$ cat config.mk
export PLATFORM = sky130hd
export DESIGN_NAME = pipelined_adder
export DESIGN_NICKNAME = d
export VERILOG_FILES = /design/src/rtl/adder_pkg.sv /design/src/rtl/chunk_adder.sv /design/src/rtl/pipelined_adder.sv
export SDC_FILE = /design/constraint.sdc
export NUM_CORES = 1
export LEC_CHECK = 0
export ABC_AREA = 1
export CORE_MARGIN = 1
export CORE_UTILIZATION = 47
export DETAILED_ROUTE_END_ITERATION = 8
export HOLD_SLACK_MARGIN = 0.15
export MAX_ROUTING_LAYER = met4
export PLACE_DENSITY = 0.88
export SYNTH_ARGS = -nofsm -noshare
export SYNTH_HDL_FRONTEND = slang
export SYNTH_SLANG_ARGS = --single-unit
$ cat constraint.sdc
create_clock -name clk -period 1.54 [get_ports clk]
set_input_delay 0.231 -clock clk [delete_from_list [all_inputs] [get_ports clk]]
set_output_delay 0.231 -clock clk [all_outputs]
set_load 0.05 [all_outputs]
$ cat src/rtl/adder_pkg.sv
`default_nettype none
// ============================================================================
// Module      : adder_pkg
// Description : Shared defaults and helpers for the chunked pipelined adder.
// Revision    : 1.0 - initial release
// ============================================================================
package adder_pkg;

  // Default operand width and bits added per pipeline stage
  localparam int c_default_width = 8;
  localparam int c_default_chunk = 4;

  // Number of pipeline stages needed to cover an operand of the given width
  function automatic int calc_stages(input int width, input int chunk);
    return width / chunk;
  endfunction

endpackage
`default_nettype wire

$ cat src/rtl/chunk_adder.sv
`default_nettype none
// ============================================================================
// Module      : chunk_adder
// Description : CHUNK-bit combinational adder with carry-in and carry-out.
// Revision    : 1.0 - initial release
// ============================================================================
module chunk_adder
  import adder_pkg::*;
#(
  parameter int CHUNK = c_default_chunk
) (
  input  logic [CHUNK-1:0] i_a,
  input  logic [CHUNK-1:0] i_b,
  input  logic             i_cin,
  output logic [CHUNK-1:0] o_s,
  output logic             o_cout
);

  // One extra bit on each operand captures the carry out of the chunk
  assign {o_cout, o_s} = {1'b0, i_a} + {1'b0, i_b} + {{CHUNK{1'b0}}, i_cin};

endmodule
`default_nettype wire

$ cat src/rtl/pipelined_adder.sv
`default_nettype none
// ============================================================================
// Module      : pipelined_adder
// Description : WIDTH-bit adder split into WIDTH/CHUNK pipeline stages. Each
//               stage adds one CHUNK of the operands plus the carry from the
//               previous stage. Unconsumed operand chunks ride along in skew
//               registers and finished sum chunks in deskew registers, so the
//               full sum is aligned at the last stage. Valid/ready handshake
//               with a single global advance enable (whole pipe stalls).
//               Optional macro PIPELINED_ADDER_OVF_EN adds a registered
//               signed-overflow output aligned with s.
// Revision    : 1.0 - initial release
// ============================================================================
module pipelined_adder
  import adder_pkg::*;
#(
  parameter int WIDTH = c_default_width,
  parameter int CHUNK = c_default_chunk
) (
  input  logic             clk,
  input  logic             rst,
  input  logic             in_valid,
  output logic             in_ready,
  input  logic [WIDTH-1:0] addent,
  input  logic [WIDTH-1:0] augend,
  input  logic             cin,
  output logic             out_valid,
  input  logic             out_ready,
  output logic [WIDTH-1:0] s,
  output logic             cout
`ifdef PIPELINED_ADDER_OVF_EN
  ,
  output logic             ovf
`endif
);

  localparam int STAGES = calc_stages(WIDTH, CHUNK);

  // The operands must split evenly into chunks
  if ((WIDTH % CHUNK) != 0) begin : g_check
    $error("pipelined_adder: WIDTH must be a multiple of CHUNK");
  end

  // Whole pipe advances together; it only freezes when a result is waiting
  logic w_en;
  assign w_en     = !out_valid || out_ready;
  assign in_ready = w_en;

  for (genvar k = 0; k < STAGES; k++) begin : g_stage
    logic                   r_v;
    logic                   r_c;
    logic [(k+1)*CHUNK-1:0] r_sum;

    logic [CHUNK-1:0]       w_a;
    logic [CHUNK-1:0]       w_b;
    logic [CHUNK-1:0]       w_s;
    logic                   w_ci;
    logic                   w_co;
    logic                   w_vi;
    logic [(k+1)*CHUNK-1:0] w_sum_nxt;

    // Stage inputs come from the ports at stage 0, else from stage k-1
    if (k == 0) begin : g_src
      assign w_a       = addent[CHUNK-1:0];
      assign w_b       = augend[CHUNK-1:0];
      assign w_ci      = cin;
      assign w_vi      = in_valid;
      assign w_sum_nxt = w_s;
    end else begin : g_src
      assign w_a       = g_stage[k-1].g_skew.r_a[CHUNK-1:0];
      assign w_b       = g_stage[k-1].g_skew.r_b[CHUNK-1:0];
      assign w_ci      = g_stage[k-1].r_c;
      assign w_vi      = g_stage[k-1].r_v;
      assign w_sum_nxt = {w_s, g_stage[k-1].r_sum};
    end

    chunk_adder #(
      .CHUNK (CHUNK)
    ) u_chunk_adder (
      .i_a    (w_a),
      .i_b    (w_b),
      .i_cin  (w_ci),
      .o_s    (w_s),
      .o_cout (w_co)
    );

    // Valid, carry and accumulated sum chunks for this stage
    always_ff @(posedge clk) begin
      if (rst) begin
        r_v   <= 1'b0;
        r_c   <= 1'b0;
        r_sum <= '0;
      end else if (w_en) begin
        r_v   <= w_vi;
        r_c   <= w_co;
        r_sum <= w_sum_nxt;
      end
    end

    // Operand chunks still to be added travel with the stage (none after last)
    if (k < STAGES - 1) begin : g_skew
      localparam int REM = WIDTH - (k + 1) * CHUNK;

      logic [REM-1:0] r_a;
      logic [REM-1:0] r_b;
      logic [REM-1:0] w_a_nxt;
      logic [REM-1:0] w_b_nxt;

      if (k == 0) begin : g_skew_src
        assign w_a_nxt = addent[WIDTH-1:CHUNK];
        assign w_b_nxt = augend[WIDTH-1:CHUNK];
      end else begin : g_skew_src
        assign w_a_nxt = g_stage[k-1].g_skew.r_a[REM+CHUNK-1:CHUNK];
        assign w_b_nxt = g_stage[k-1].g_skew.r_b[REM+CHUNK-1:CHUNK];
      end

      // Skew registers shift the remaining operand bits down one chunk
      always_ff @(posedge clk) begin
        if (rst) begin
          r_a <= '0;
          r_b <= '0;
        end else if (w_en) begin
          r_a <= w_a_nxt;
          r_b <= w_b_nxt;
        end
      end
    end
  end

  assign out_valid = g_stage[STAGES-1].r_v;
  assign s         = g_stage[STAGES-1].r_sum;
  assign cout      = g_stage[STAGES-1].r_c;

`ifdef PIPELINED_ADDER_OVF_EN
  // Carry into the MSB is recovered from the MSB's operand and sum bits
  logic w_ovf_nxt;
  logic r_ovf;

  assign w_ovf_nxt = g_stage[STAGES-1].w_co ^
                     (g_stage[STAGES-1].w_a[CHUNK-1] ^
                      g_stage[STAGES-1].w_b[CHUNK-1] ^
                      g_stage[STAGES-1].w_s[CHUNK-1]);

  // Overflow flag is registered alongside the last stage so it aligns with s
  always_ff @(posedge clk) begin
    if (rst) begin
      r_ovf <= 1'b0;
    end else if (w_en) begin
      r_ovf <= w_ovf_nxt;
    end
  end

  assign ovf = r_ovf;
`endif

endmodule
`default_nettype wire

==> results of run 1 <==
-- report_power, final --
part           total, uW  switching [uW]  internal, uW
clock                454             191           263
sequential           712            30.1           682
combinational        386             229           157
-- stage by stage --
stage / setup slack (ns) / area [um^2] / total power, uW
after detailed placement: -0.269 / 1450 / 1110
after CTS: 0.0721 / 1500 / 1560
after global placement: -0.223 / 1450 / 1090
after global routing: 0.00464 / 1510 / 1640
after floorplan: 0.161 / 1160 / 977
final: 0.0935 / 1510 / 1550
-- cell type report --
type	count	area, um^2	area share, %
Clock buffer	3	22.5	1.49
Clock inverter	1	30.0	1.99
Inverter	20	77.6	5.14
Multi-Input combinational cell	93	554	36.7
Sequential cell	24	484	32.1
Tap cell	28	35.0	2.32
Timing Repair Buffer	34	305	20.2
-- per-layer routing --
layer  vias to the layer above  routed length (um)
li1                        518                   -
met1                       449                1010
met2                        36                1100
met3                         8                  89
met4                         0                  59
met5                         -                   0
-- cells by family after synthesis --
family,share of synthesized area (%)
flops,41.3
compound gates,15.5
buf+inv,11.6
xor+xnor,1.51
simple gates,16.7
fa+ha+maj,13.3
-- worst register-to-register path, cell delays in order, from the launching register on --
cell and delay [ns]:
dfxtp_2 0.37, fa_2 0.21, inv_1 0.05, fa_1 0.40, o21ai_1 0.15, nand2_1 0.06
a21oi_1 0.11
-- layout by cell type, fill, tap and decap left out --
cell             count
o21ai_1              4
ha_1                 6
buf_4               14
o21ai_0             21
clkbuf_4             3
inv_4                1
dfxtp_2              3
nand2_1             11
inv_1               18
dfxtp_1             21
clkdlybuf4s50_1     20
nand3_2              2
fa_1                 1
nor2_4               1
nand3_1              4
a21oi_1             11
bufinv_16            1
fa_2                 3
nor2_1              27
inv_2                1
xor2_1               2
-- registers in the layout (all words and copies together) (netlist names) --
register	count
s	8
g_stage.r_c	1
cout	1
g_stage.g_skew.r_a	4
g_stage.r_v	1
g_stage.g_skew.r_b	4
out_valid	1
g_stage.r_sum	4
-- path summary, 6_finish.rpt --
kind,startpoint,end
worst max-delay path,addent[0],g_stage[0].r_sum[1]$_SDFFE_PP0P_
worst min register to register,g_stage[0].r_v$_SDFFE_PP0P_,g_stage[0].r_v$_SDFFE_PP0P_
worst min-delay path,g_stage[0].r_v$_SDFFE_PP0P_,g_stage[0].r_v$_SDFFE_PP0P_
worst max register to register,g_stage[0].r_c$_SDFFE_PP0P_,cout$_SDFFE_PP0P_
==> metrics.txt, run 1 <==
# TYPE chip_impl_metric gauge
chip_impl_metric{name="worstPathBufferInverterCount",unit=""} 2
chip_impl_metric{name="final_core_utilization",unit="%"} 66.3
chip_impl_metric{name="min_period_over_period",unit="%"} 93.9
chip_impl_metric{name="floorplan_core_area",unit="um^2"} 2280
chip_impl_metric{name="fmax",unit="MHz"} 691
chip_impl_info{name="outcome",value="finished, final reports clean"} 1
chip_impl_metric{name="gr-total-overflow",unit=""} 0
chip_impl_metric{name="timing_hold_violations_final",unit=""} 0
chip_impl_info{name="timing.critical_path.cells",value="clkdlybuf4s50_1 > fa_2 > inv_1 > fa_2 > a21oi_1"} 1
chip_impl_metric{name="final.fill_count",unit=""} 191
chip_impl_metric{name="ports_placed_on_the_boundary",unit=""} 32
chip_impl_metric{name="place_hpwl",unit="um"} 1620
chip_impl_metric{name="cts_htree_levels",unit=""} 1
chip_impl_info{name="worstSetupEndpointType",value="register"} 1
chip_impl_metric{name="detailroute.via_count",unit=""} 1011
chip_impl_metric{name="ys_ff_latch",unit=""} 24
chip_impl_info{name="clk_root_buffer_cell",value="clkbuf_4"} 1
chip_impl_metric{name="detail_route.wl_per_cell",unit="um"} 11.1
chip_impl_info{name="netlist.top_cell.by_area",value="dfxtp_1"} 1
chip_impl_metric{name="route.antenna.remaining_nets",unit=""} 0
chip_impl_metric{name="holdBufCountCts",unit=""} 0
chip_impl_info{name="grt_most_used_layer",value="met2"} 1
chip_impl_metric{name="drt-pass1-iter-count",unit=""} 4
chip_impl_metric{name="worst_slew_margin_rel",unit="%"} 79.9
chip_impl_metric{name="die_area",unit="um^2"} 2680
chip_impl_metric{name="hold-path-cell-count",unit=""} 2
chip_impl_metric{name="synth_seq_area_share",unit="%"} 41.3
chip_impl_metric{name="worst_clock_skew",unit="ns"} 0.00301
chip_impl_metric{name="grt_antenna_before_repair",unit=""} 0
chip_impl_metric{name="post-synth-top-area-fraction",unit="%"} 41.3
chip_impl_metric{name="yosysWarnings",unit=""} 0
chip_impl_metric{name="cts.reportedPaths.clkPinSlew",unit="ns"} 0.13
chip_impl_metric{name="path_max_fanout",unit=""} 2
chip_impl_metric{name="die-width",unit="um"} 51.7
chip_impl_metric{name="clock_sinks",unit=""} 24
chip_impl_info{name="timing.hold.worst.class",value="reg2reg"} 1
chip_impl_info{name="crit_type",value="in2reg"} 1
chip_impl_info{name="timing.critical_path.from_type",value="primary input"} 1
chip_impl_metric{name="detail_route.drc_violations",unit=""} 0
chip_impl_metric{name="routed_via_density",unit=""} 4.98
chip_impl_metric{name="power.leakage",unit="uW"} 0.000722
chip_impl_metric{name="port_bufs",unit=""} 31
chip_impl_metric{name="synthesis.nets",unit=""} 174
chip_impl_metric{name="ff2ff_setup_slack",unit="ns"} 0.13
chip_impl_info{name="synth.top_cells.by_area",value="dfxtp_1, o21ai_0, nor2_1"} 1
chip_impl_metric{name="final_weighted_congestion_in_routability_driven_placement",unit=""} 0.797
chip_impl_metric{name="grt_pass1_wl",unit="um"} 3850
chip_impl_metric{name="synth_area",unit="um^2"} 1160
chip_impl_metric{name="cp_data_arrival_time",unit="ns"} 1.71
chip_impl_metric{name="post_synth_inst_count",unit=""} 143
chip_impl_info{name="worst_path_max_delay_cell",value="clkdlybuf4s50_1"} 1
chip_impl_info{name="unrepaired_setup_endpoints_after_global_routing",value="no"} 1
chip_impl_info{name="yosys_most_used_dff",value="dfxtp_1"} 1
chip_impl_info{name="list_of_most_frequent_post_synthesis_cells",value="nor2_1, dfxtp_1, o21ai_0"} 1
chip_impl_metric{name="worst_ir_drop_vdd",unit="V"} 0.000578
chip_impl_metric{name="number_of_design_rule_violations_left_by_the_first_detailed_router_iteration",unit=""} 10
chip_impl_info{name="clock_tree_from_tritoncts",value="built"} 1
chip_impl_metric{name="antenna-diode-count",unit=""} 0
chip_impl_metric{name="finalCriticalPeriod",unit="ns"} 1.45
chip_impl_metric{name="finalSetupViolations",unit=""} 0
chip_impl_metric{name="gr-usage-all-layers",unit="%"} 20.0
chip_impl_metric{name="timing.setup.tns",unit="ns"} 0
chip_impl_metric{name="number_of_enable_flip_flop_cells_after_synthesis",unit=""} 0
chip_impl_metric{name="syn_area_per_cell",unit="um^2"} 8.13
chip_impl_metric{name="insertion_delay",unit="ns"} 0.31
chip_impl_metric{name="num-nets-final",unit=""} 207
chip_impl_metric{name="clock_tree_buffer_depth",unit=""} 2
chip_impl_metric{name="areaGrowthSynthToFinish",unit="%"} 29.8
chip_impl_metric{name="critical_path_cell_count",unit=""} 5
chip_impl_metric{name="post_cts_buffers",unit=""} 0
chip_impl_metric{name="cp_data_required_time",unit="ns"} 1.80
chip_impl_metric{name="placed_cells_incl_taps",unit=""} 199
chip_impl_metric{name="die_height",unit="um"} 51.7
chip_impl_metric{name="synth_cell_types",unit=""} 19
chip_impl_metric{name="globalRouteMet3Util",unit="%"} 2.34
chip_impl_info{name="timing.critical_path.mode_cell",value="fa_2"} 1
chip_impl_metric{name="totalWireLength",unit="um"} 2260
chip_impl_metric{name="cts_inserted_buffers",unit=""} 3
chip_impl_metric{name="asyncSetResetFlopFracSynth",unit="%"} 0
chip_impl_metric{name="row_count",unit=""} 17
chip_impl_metric{name="power.density",unit="nW/um^2"} 1030
chip_impl_metric{name="final_max_slew_viol_count",unit=""} 0
chip_impl_metric{name="use_met1",unit="%"} 20.9
chip_impl_metric{name="gr-usage-met2",unit="%"} 35.9
chip_impl_metric{name="worst_path_largest_cell_delay",unit="ns"} 0.44
chip_impl_metric{name="r2r.worst_path.cells",unit=""} 6
chip_impl_metric{name="cap_violations",unit=""} 0
chip_impl_metric{name="timing.hold.ws",unit="ns"} 0.481
chip_impl_info{name="cell_class_contributing_the_biggest_share_of_worst_path_delay",value="adder cells"} 1
chip_impl_metric{name="cts.repair.resized",unit=""} 0
chip_impl_metric{name="start_util",unit="%"} 51.1
chip_impl_info{name="yosys.cell_count.top_type",value="nor2_1"} 1
chip_impl_metric{name="grt_start_max_net_pins",unit=""} 24
chip_impl_metric{name="layout.cells.non_filler",unit=""} 203
chip_impl_metric{name="final_layout_size_suffix_gt1_share",unit="%"} 16.6
chip_impl_metric{name="tightestPinTransition",unit="ns"} 0.301
chip_impl_metric{name="first_global_vias",unit=""} 988
Note: power is estimated with default switching activity, not from simulation.
==> run 2: changes to the inputs <==
- CORE_MARGIN: 1 -> default
==> results of run 2 <==
No change in the layout: final DEF, timing and power equal those of run 1.
